## src/rtl/vga_timing_gen_if.sv

```systemverilog
// vga_timing_gen_if
// Bundles the pixel-side signals of the VGA timing generator.
//   master modport (generator side):
//     in : Red, Green, Blue   colour for the current DrawX/DrawY (combinational from mapper)
//     out: DrawX, DrawY       current pixel counters
//     out: pixel_en           one-Clk strobe per pixel
//     out: frame_start        pulse at pixel (0,0)
//     out: vblank_start       pulse at pixel (0,V_VISIBLE)
//     out: VGA_HS, VGA_VS     active-low syncs
//     out: VGA_BLANK_N        low outside the visible area
//     out: VGA_SYNC_N         tied low
//     out: VGA_R/G/B          registered pixel colour
//   slave modport: the colour mapper / DAC side, directions mirrored.
interface vga_timing_gen_if;
    logic [7:0] Red;
    logic [7:0] Green;
    logic [7:0] Blue;
    logic [9:0] DrawX;
    logic [9:0] DrawY;
    logic       pixel_en;
    logic       frame_start;
    logic       vblank_start;
    logic       VGA_HS;
    logic       VGA_VS;
    logic       VGA_BLANK_N;
    logic       VGA_SYNC_N;
    logic [7:0] VGA_R;
    logic [7:0] VGA_G;
    logic [7:0] VGA_B;

    modport master (
        input  Red, Green, Blue,
        output DrawX, DrawY, pixel_en, frame_start, vblank_start,
        output VGA_HS, VGA_VS, VGA_BLANK_N, VGA_SYNC_N, VGA_R, VGA_G, VGA_B
    );

    modport slave (
        output Red, Green, Blue,
        input  DrawX, DrawY, pixel_en, frame_start, vblank_start,
        input  VGA_HS, VGA_VS, VGA_BLANK_N, VGA_SYNC_N, VGA_R, VGA_G, VGA_B
    );
endinterface

```

## src/rtl/vga_timing_gen.sv

```systemverilog
// vga_timing_gen
// Generates VGA raster timing from a Clk running at twice the pixel rate.
// A phase bit divides Clk by two; hc/vc advance once per pixel strobe.
// Sync, blank and colour outputs are registered one pixel behind DrawX/DrawY.
// Ports:
//   Clk    : system clock (2x pixel clock)
//   Reset  : synchronous, active-high reset
//   vga    : vga_timing_gen_if.master (colour in, counters/strobes/VGA out)
module vga_timing_gen #(
    parameter int H_VISIBLE = 640,
    parameter int H_FRONT   = 16,
    parameter int H_SYNC    = 96,
    parameter int H_BACK    = 48,
    parameter int V_VISIBLE = 480,
    parameter int V_FRONT   = 10,
    parameter int V_SYNC    = 2,
    parameter int V_BACK    = 33
) (
    input  logic              Clk,
    input  logic              Reset,
    vga_timing_gen_if.master  vga
);

    localparam int H_TOTAL = H_VISIBLE + H_FRONT + H_SYNC + H_BACK;
    localparam int V_TOTAL = V_VISIBLE + V_FRONT + V_SYNC + V_BACK;

    localparam logic [9:0] H_LAST   = 10'(H_TOTAL - 1);
    localparam logic [9:0] V_LAST   = 10'(V_TOTAL - 1);
    localparam logic [9:0] H_VIS    = 10'(H_VISIBLE);
    localparam logic [9:0] V_VIS    = 10'(V_VISIBLE);
    localparam logic [9:0] HS_BEGIN = 10'(H_VISIBLE + H_FRONT);
    localparam logic [9:0] HS_END   = 10'(H_VISIBLE + H_FRONT + H_SYNC);
    localparam logic [9:0] VS_BEGIN = 10'(V_VISIBLE + V_FRONT);
    localparam logic [9:0] VS_END   = 10'(V_VISIBLE + V_FRONT + V_SYNC);

    logic       phase_r;
    logic [9:0] hc_r;
    logic [9:0] vc_r;
    logic       hs_r;
    logic       vs_r;
    logic       blank_n_r;
    logic [7:0] r_r;
    logic [7:0] g_r;
    logic [7:0] b_r;

    logic       pixel_en_s;
    logic       visible_s;
    logic       hsync_s;
    logic       vsync_s;
    logic       frame_start_s;
    logic       vblank_start_s;

    // Decode strobes and raster regions from the current counters.
    always_comb begin
        pixel_en_s     = 1'b0;
        visible_s      = 1'b0;
        hsync_s        = 1'b0;
        vsync_s        = 1'b0;
        frame_start_s  = 1'b0;
        vblank_start_s = 1'b0;
        // Gating with Reset keeps the strobes quiet during a reset that lands in phase 1.
        pixel_en_s     = phase_r & ~Reset;
        visible_s      = (hc_r < H_VIS) && (vc_r < V_VIS);
        hsync_s        = (hc_r >= HS_BEGIN) && (hc_r < HS_END);
        vsync_s        = (vc_r >= VS_BEGIN) && (vc_r < VS_END);
        frame_start_s  = pixel_en_s && (hc_r == 10'd0) && (vc_r == 10'd0);
        vblank_start_s = pixel_en_s && (hc_r == 10'd0) && (vc_r == V_VIS);
    end

    // Phase divider and horizontal/vertical raster counters.
    always_ff @(posedge Clk) begin
        if (Reset) begin
            phase_r <= 1'b0;
            hc_r    <= 10'd0;
            vc_r    <= 10'd0;
        end else begin
            phase_r <= ~phase_r;
            if (phase_r) begin
                if (hc_r == H_LAST) begin
                    hc_r <= 10'd0;
                    if (vc_r == V_LAST) begin
                        vc_r <= 10'd0;
                    end else begin
                        vc_r <= vc_r + 10'd1;
                    end
                end else begin
                    hc_r <= hc_r + 10'd1;
                end
            end else begin
                hc_r <= hc_r;
                vc_r <= vc_r;
            end
        end
    end

    // Output stage: captures the pixel being drawn, so it trails DrawX/DrawY by one pixel.
    always_ff @(posedge Clk) begin
        if (Reset) begin
            hs_r      <= 1'b1;
            vs_r      <= 1'b1;
            blank_n_r <= 1'b0;
            r_r       <= 8'd0;
            g_r       <= 8'd0;
            b_r       <= 8'd0;
        end else if (phase_r) begin
            hs_r      <= ~hsync_s;
            vs_r      <= ~vsync_s;
            blank_n_r <= visible_s;
            r_r       <= visible_s ? vga.Red   : 8'd0;
            g_r       <= visible_s ? vga.Green : 8'd0;
            b_r       <= visible_s ? vga.Blue  : 8'd0;
        end else begin
            hs_r      <= hs_r;
            vs_r      <= vs_r;
            blank_n_r <= blank_n_r;
            r_r       <= r_r;
            g_r       <= g_r;
            b_r       <= b_r;
        end
    end

    assign vga.DrawX        = hc_r;
    assign vga.DrawY        = vc_r;
    assign vga.pixel_en     = pixel_en_s;
    assign vga.frame_start  = frame_start_s;
    assign vga.vblank_start = vblank_start_s;
    assign vga.VGA_HS       = hs_r;
    assign vga.VGA_VS       = vs_r;
    assign vga.VGA_BLANK_N  = blank_n_r;
    assign vga.VGA_SYNC_N   = 1'b0;
    assign vga.VGA_R        = r_r;
    assign vga.VGA_G        = g_r;
    assign vga.VGA_B        = b_r;

endmodule

```

## src/flat_wrapper.sv

```systemverilog
// flat-port wrapper written by rule: the top's interface ports become plain ports
module vga_timing_gen_flat 
#(
    parameter int H_VISIBLE = 640,
    parameter int H_FRONT   = 16,
    parameter int H_SYNC    = 96,
    parameter int H_BACK    = 48,
    parameter int V_VISIBLE = 480,
    parameter int V_FRONT   = 10,
    parameter int V_SYNC    = 2,
    parameter int V_BACK    = 33
)
  (Clk, Reset, vga_Red, vga_Green, vga_Blue, vga_DrawX, vga_DrawY, vga_pixel_en, vga_frame_start, vga_vblank_start, vga_VGA_HS, vga_VGA_VS, vga_VGA_BLANK_N, vga_VGA_SYNC_N, vga_VGA_R, vga_VGA_G, vga_VGA_B);
  vga_timing_gen_if vga_i ();
  input  logic Clk;
  input  logic Reset;
  input wire logic [$bits(vga_i.Red)-1:0] vga_Red;
  input wire logic [$bits(vga_i.Green)-1:0] vga_Green;
  input wire logic [$bits(vga_i.Blue)-1:0] vga_Blue;
  output wire logic [$bits(vga_i.DrawX)-1:0] vga_DrawX;
  output wire logic [$bits(vga_i.DrawY)-1:0] vga_DrawY;
  output wire logic [$bits(vga_i.pixel_en)-1:0] vga_pixel_en;
  output wire logic [$bits(vga_i.frame_start)-1:0] vga_frame_start;
  output wire logic [$bits(vga_i.vblank_start)-1:0] vga_vblank_start;
  output wire logic [$bits(vga_i.VGA_HS)-1:0] vga_VGA_HS;
  output wire logic [$bits(vga_i.VGA_VS)-1:0] vga_VGA_VS;
  output wire logic [$bits(vga_i.VGA_BLANK_N)-1:0] vga_VGA_BLANK_N;
  output wire logic [$bits(vga_i.VGA_SYNC_N)-1:0] vga_VGA_SYNC_N;
  output wire logic [$bits(vga_i.VGA_R)-1:0] vga_VGA_R;
  output wire logic [$bits(vga_i.VGA_G)-1:0] vga_VGA_G;
  output wire logic [$bits(vga_i.VGA_B)-1:0] vga_VGA_B;
  assign vga_i.Red = vga_Red;
  assign vga_i.Green = vga_Green;
  assign vga_i.Blue = vga_Blue;
  assign vga_DrawX = vga_i.DrawX;
  assign vga_DrawY = vga_i.DrawY;
  assign vga_pixel_en = vga_i.pixel_en;
  assign vga_frame_start = vga_i.frame_start;
  assign vga_vblank_start = vga_i.vblank_start;
  assign vga_VGA_HS = vga_i.VGA_HS;
  assign vga_VGA_VS = vga_i.VGA_VS;
  assign vga_VGA_BLANK_N = vga_i.VGA_BLANK_N;
  assign vga_VGA_SYNC_N = vga_i.VGA_SYNC_N;
  assign vga_VGA_R = vga_i.VGA_R;
  assign vga_VGA_G = vga_i.VGA_G;
  assign vga_VGA_B = vga_i.VGA_B;
  vga_timing_gen #(.H_VISIBLE(H_VISIBLE), .H_FRONT(H_FRONT), .H_SYNC(H_SYNC), .H_BACK(H_BACK), .V_VISIBLE(V_VISIBLE), .V_FRONT(V_FRONT), .V_SYNC(V_SYNC), .V_BACK(V_BACK)) u_core (.Clk(Clk), .Reset(Reset), .vga(vga_i));
endmodule
```

## config.mk

```make
export PLATFORM = sky130hd
export DESIGN_NAME = vga_timing_gen_flat
export DESIGN_NICKNAME = d
export VERILOG_FILES = /design/src/rtl/vga_timing_gen_if.sv /design/src/rtl/vga_timing_gen.sv /design/src/flat_wrapper.sv
export SDC_FILE = /design/constraint.sdc
export NUM_CORES = 1
export LEC_CHECK = 0
export BUFFER_PORTS_ARGS = -buffer_cell sky130_fd_sc_hd__buf_2
export CORE_MARGIN = 2
export CORE_UTILIZATION = 52
export DETAILED_ROUTE_END_ITERATION = 12
export PLACE_DENSITY = 0.84
export SYNTH_ARGS = -nofsm -noshare
export SYNTH_HDL_FRONTEND = slang
export SYNTH_SLANG_ARGS = --single-unit
```

## constraint.sdc

```tcl
create_clock -name Clk -period 2.9 [get_ports Clk]
set_input_delay 0.58 -clock Clk [delete_from_list [all_inputs] [get_ports Clk]]
set_output_delay 0.58 -clock Clk [all_outputs]
set_load 0.005 [all_outputs]
```

==> summary.txt <==
Detailed routing
  – DRC viols: 0
  – Via-per-instance ratio: 5.506
  – TritonRoute pass-1 iters: 4
  – Vias: 1,795
  – First-iteration detailed-routing DRC count: around 100
  – DR WL/cell: 14.24 µm
  – Antenna Nets Post-Route: 0
  – Final WL: ~4600 µm

Clock network
  – # H-tree levels: 2
  – # hold bufs at CTS: 0
  – Number of CTS-inserted buffers: 5
  – CTS Sinks: 48
  – Reg clk slew, reported paths: ~0.080 ns
  – Clock buffer depth: 2
  – Post-CTS Repair Setup Buffers: 0
  – CTS resizes: 0
  – CTS tree: built
  – Worst skew pair latency: 0.29 ns
  – Root Driver: clkbuf_8

Placed design
  – GPL Wtd Cong: a little under 0.9
  – I/O Buffers: 75
  – Placed cell count: 318
  – Dpl cell area: 2427 µm²
  – Dpl ws: approximately 0.64 ns
  – HPWL Detailed: between 3000 and 4000 µm

STA
  – Worst hold slack: 0.4622 ns
  – Part of the cycle the worst path needs: 78.48%
  – Max-slew violation count: 0
  – Worst setup slack after layout: 0.6242 ns
  – Max Clk Rate: ~440 MHz
  – Setup violations, final: 0
  – Final Hold Fails: 0
  – Final Skew: approximately 0.0050 ns
  – Unrepaired setup endpoints after global routing: false
  – Final setup TNS: 0 ns
  – Minimum clock period: about 2.3 ns

Flow run
  – Max-Cap Viols: 0

Layout
  – Layout Cells excl Fill: 326
  – Antenna cells: 0
  – Final Cell Area: 2525 µm²
  – Fill count: 335
  – Fraction of layout cells with a size suffix above 1: roughly 35%
  – Nets@finish: 307
  – Layout area overhead: 21.64%

Run status
  – Status: completed

Critical path
  – CP top delay family: simple AND/OR/NAND/NOR gates
  – Setup crit end: vga_frame_start
  – Critical path fanouts, max: 14
  – CP arrival: 1.70 ns
  – Worst-path cell chain: buf_2, and2b_1, nor2b_1, nand4_1, nor3_1, buf_2
  – CP most frequent cell: buf_2
  – CP Class: primary input to output port
  – Stages on the worst setup path: 6
  – Reg-to-reg endpoint: u_core.vga.DrawY[8]$_SDFFE_PP0P_
  – Crit path launch: Reset
  – Worst path bufs/invs: 2
  – Reg2reg start: u_core.vga.DrawX[0]$_SDFFE_PP0P_
  – Reg2Reg Depth: 5
  – Slowest CP cell: and2b_1
  – Startpoint Class: primary input
  – Critical path capture point type: output port
  – CP required: 2.32 ns
  – Worst path max stage delay: 0.26 ns
  – R2r setup slk: 1.11 ns

Synth
  – Syn Nets: ~240
  – Synth Cell Area: about 2100 µm²
  – Most instantiated cells after synthesis: dfxtp_1 (48), a22o_1 (24), nor2_1 (12)
  – Sequential area share after synthesis: 46.29%
  – #FFs+latches synth: 48
  – Synth top area cells: dfxtp_1 (46%), a22o_1 (10%), xor2_1 (2.5%), ha_1 (2.4%), nand3_1 (2.4%)
  – Synth area leader: dfxtp_1
  – FFs w/ async S/R, synth: 0%
  – Most used DFF post-synth: dfxtp_1
  – Synth cell types: 50
  – Post-synth EDFFs: 0
  – Synthesis warning total: 0
  – Synth Instances: just over 200
  – Count leader, synth: dfxtp_1
  – Synth top area share: roughly 46%
  – Mean Syn Cell Area: 10.03 µm²

Floorplan
  – Die ar.: 4513 µm²
  – DIE HEIGHT: 67.18 µm
  – Starting Density: 55.45%
  – Die X-Extent: 67.18 µm
  – I/O pin count: 77
  – Core area: between 3000 and 4000 µm²
  – # rows: 22

Global route
  – First-pass GRT wire length: 7120 µm
  – Largest net degree at the start of global routing: 27
  – Initial antenna violation count: 0
  – GRT Util Overall: 20.76%
  – Grt total ovfl: 0
  – Vias in the first global route: roughly 1.6k

Pwr
  – Pwr/cell area: 477.3 nW/µm²
  – Pleak: 1.192 nW
  – Worst VDD drop: 0.4141 mV

Hold path
  – Worst hold path type: flip-flop to flip-flop
==> routing by layer <==
layer,up-vias,global-route usage [%],share of wire (%)
li1,890,-,-
met1,843,27.17,44
met2,56,32.80,48
met3,6,5.667,6.7
met4,0,7.653,1.2
met5,-,0,0
==> final cells by class <==
type                    count  area, µm²  share of cell area (%)
clock buffers               6      82.58                   3.271
clock inverters             2      15.01                  0.5946
inverters                   7      26.28                   1.041
multi-input cells         138      989.7                   39.20
flip-flops and latches     48      960.9                   38.06
well taps                  48      60.06                   2.379
repair buffers             77      390.4                   15.46
==> cell usage in the layout, fill, tap and decap left out, drive strengths merged, types with 2 or more instances in the layout <==
cell type,netlist,layout
buf,11,77
dfxtp,48,48
a22o,24,24
nor2,12,12
nand2,11,11
nand3,10,10
nor3,9,9
inv,7,7
a21oi,7,7
xor2,6,6
clkbuf,3,6
nand4,6,6
and3,5,5
o21ai,4,4
ha,4,4
xnor2,3,3
nand2b,3,3
and4,3,3
nor4,3,3
nor2b,2,2
and2,2,2
o31ai,2,2
mux2i,2,2
or3,2,2
a31oi,2,2
clkinvlp,0,2
==> kinds of logic (layout without fill, tap and decap cells) <==
logic type               after synthesis  after routing  share of synthesized area, %
AND/OR/NAND/NOR                       74             74                         22.24
flip-flops                            48             48                         46.29
buffers and inverters                 21             92                         6.028
adder cells (fa/ha/maj)                4              4                         2.411
multiplexers                           2              2                        0.9645
XOR/XNOR                               9              9                         3.798
other                                  1              1                        0.1807
AO/OA/AOI/OAI                         48             48                         18.08
==> stage by stage <==
stage                     util [%]  power (mW)
after floorplan                  -      0.7642
after global placement       64.84      0.8105
after detailed placement     64.84      0.8130
after CTS                    67.45       1.218
after global routing         67.45       1.254
final                        67.45       1.205
==> report_power, final <==
part | switching (mW) | internal [mW] | leakage (nW)
combinational | 0.0472 | 0.0530 | 0.757
sequential | 0.0149 | 0.683 | 0.391
clock | 0.214 | 0.193 | 0.0434
total | 0.276 | 0.929 | 1.19
==> worst min path at each step <==
| stage | from | to | slack, ns | cells after the start |
|---|---|---|---|---|
| floorplan | u_core.vga.VGA_BLANK_N$_SDFFE_PP0P_ | u_core.vga.VGA_BLANK_N$_SDFFE_PP0P_ | 0.45 | 1 |
| global placement | u_core.vga.VGA_BLANK_N$_SDFFE_PP0P_ | u_core.vga.VGA_BLANK_N$_SDFFE_PP0P_ | 0.43 | 1 |
| detailed placement | u_core.vga.VGA_BLANK_N$_SDFFE_PP0P_ | u_core.vga.VGA_BLANK_N$_SDFFE_PP0P_ | 0.45 | 1 |
| CTS | u_core.vga.VGA_BLANK_N$_SDFFE_PP0P_ | u_core.vga.VGA_BLANK_N$_SDFFE_PP0P_ | 0.47 | 1 |
| global route | vga_Red[2] | u_core.vga.VGA_R[2]$_SDFFE_PP0P_ | 0.49 | 2 |
| finish | u_core.vga.VGA_BLANK_N$_SDFFE_PP0P_ | u_core.vga.VGA_BLANK_N$_SDFFE_PP0P_ | 0.46 | 1 |
==> sequential cells by signal (all words and copies together) (netlist names) <==
name	flops
u_core.vga.VGA_B	8
u_core.vga.VGA_R	8
u_core.vga.DrawY	10
u_core.phase_r	1
u_core.vga.VGA_VS	1
u_core.vga.DrawX	10
u_core.vga.VGA_G	8
u_core.vga.VGA_HS	1
u_core.vga.VGA_BLANK_N	1
Note: power is estimated with default switching activity, not from simulation.
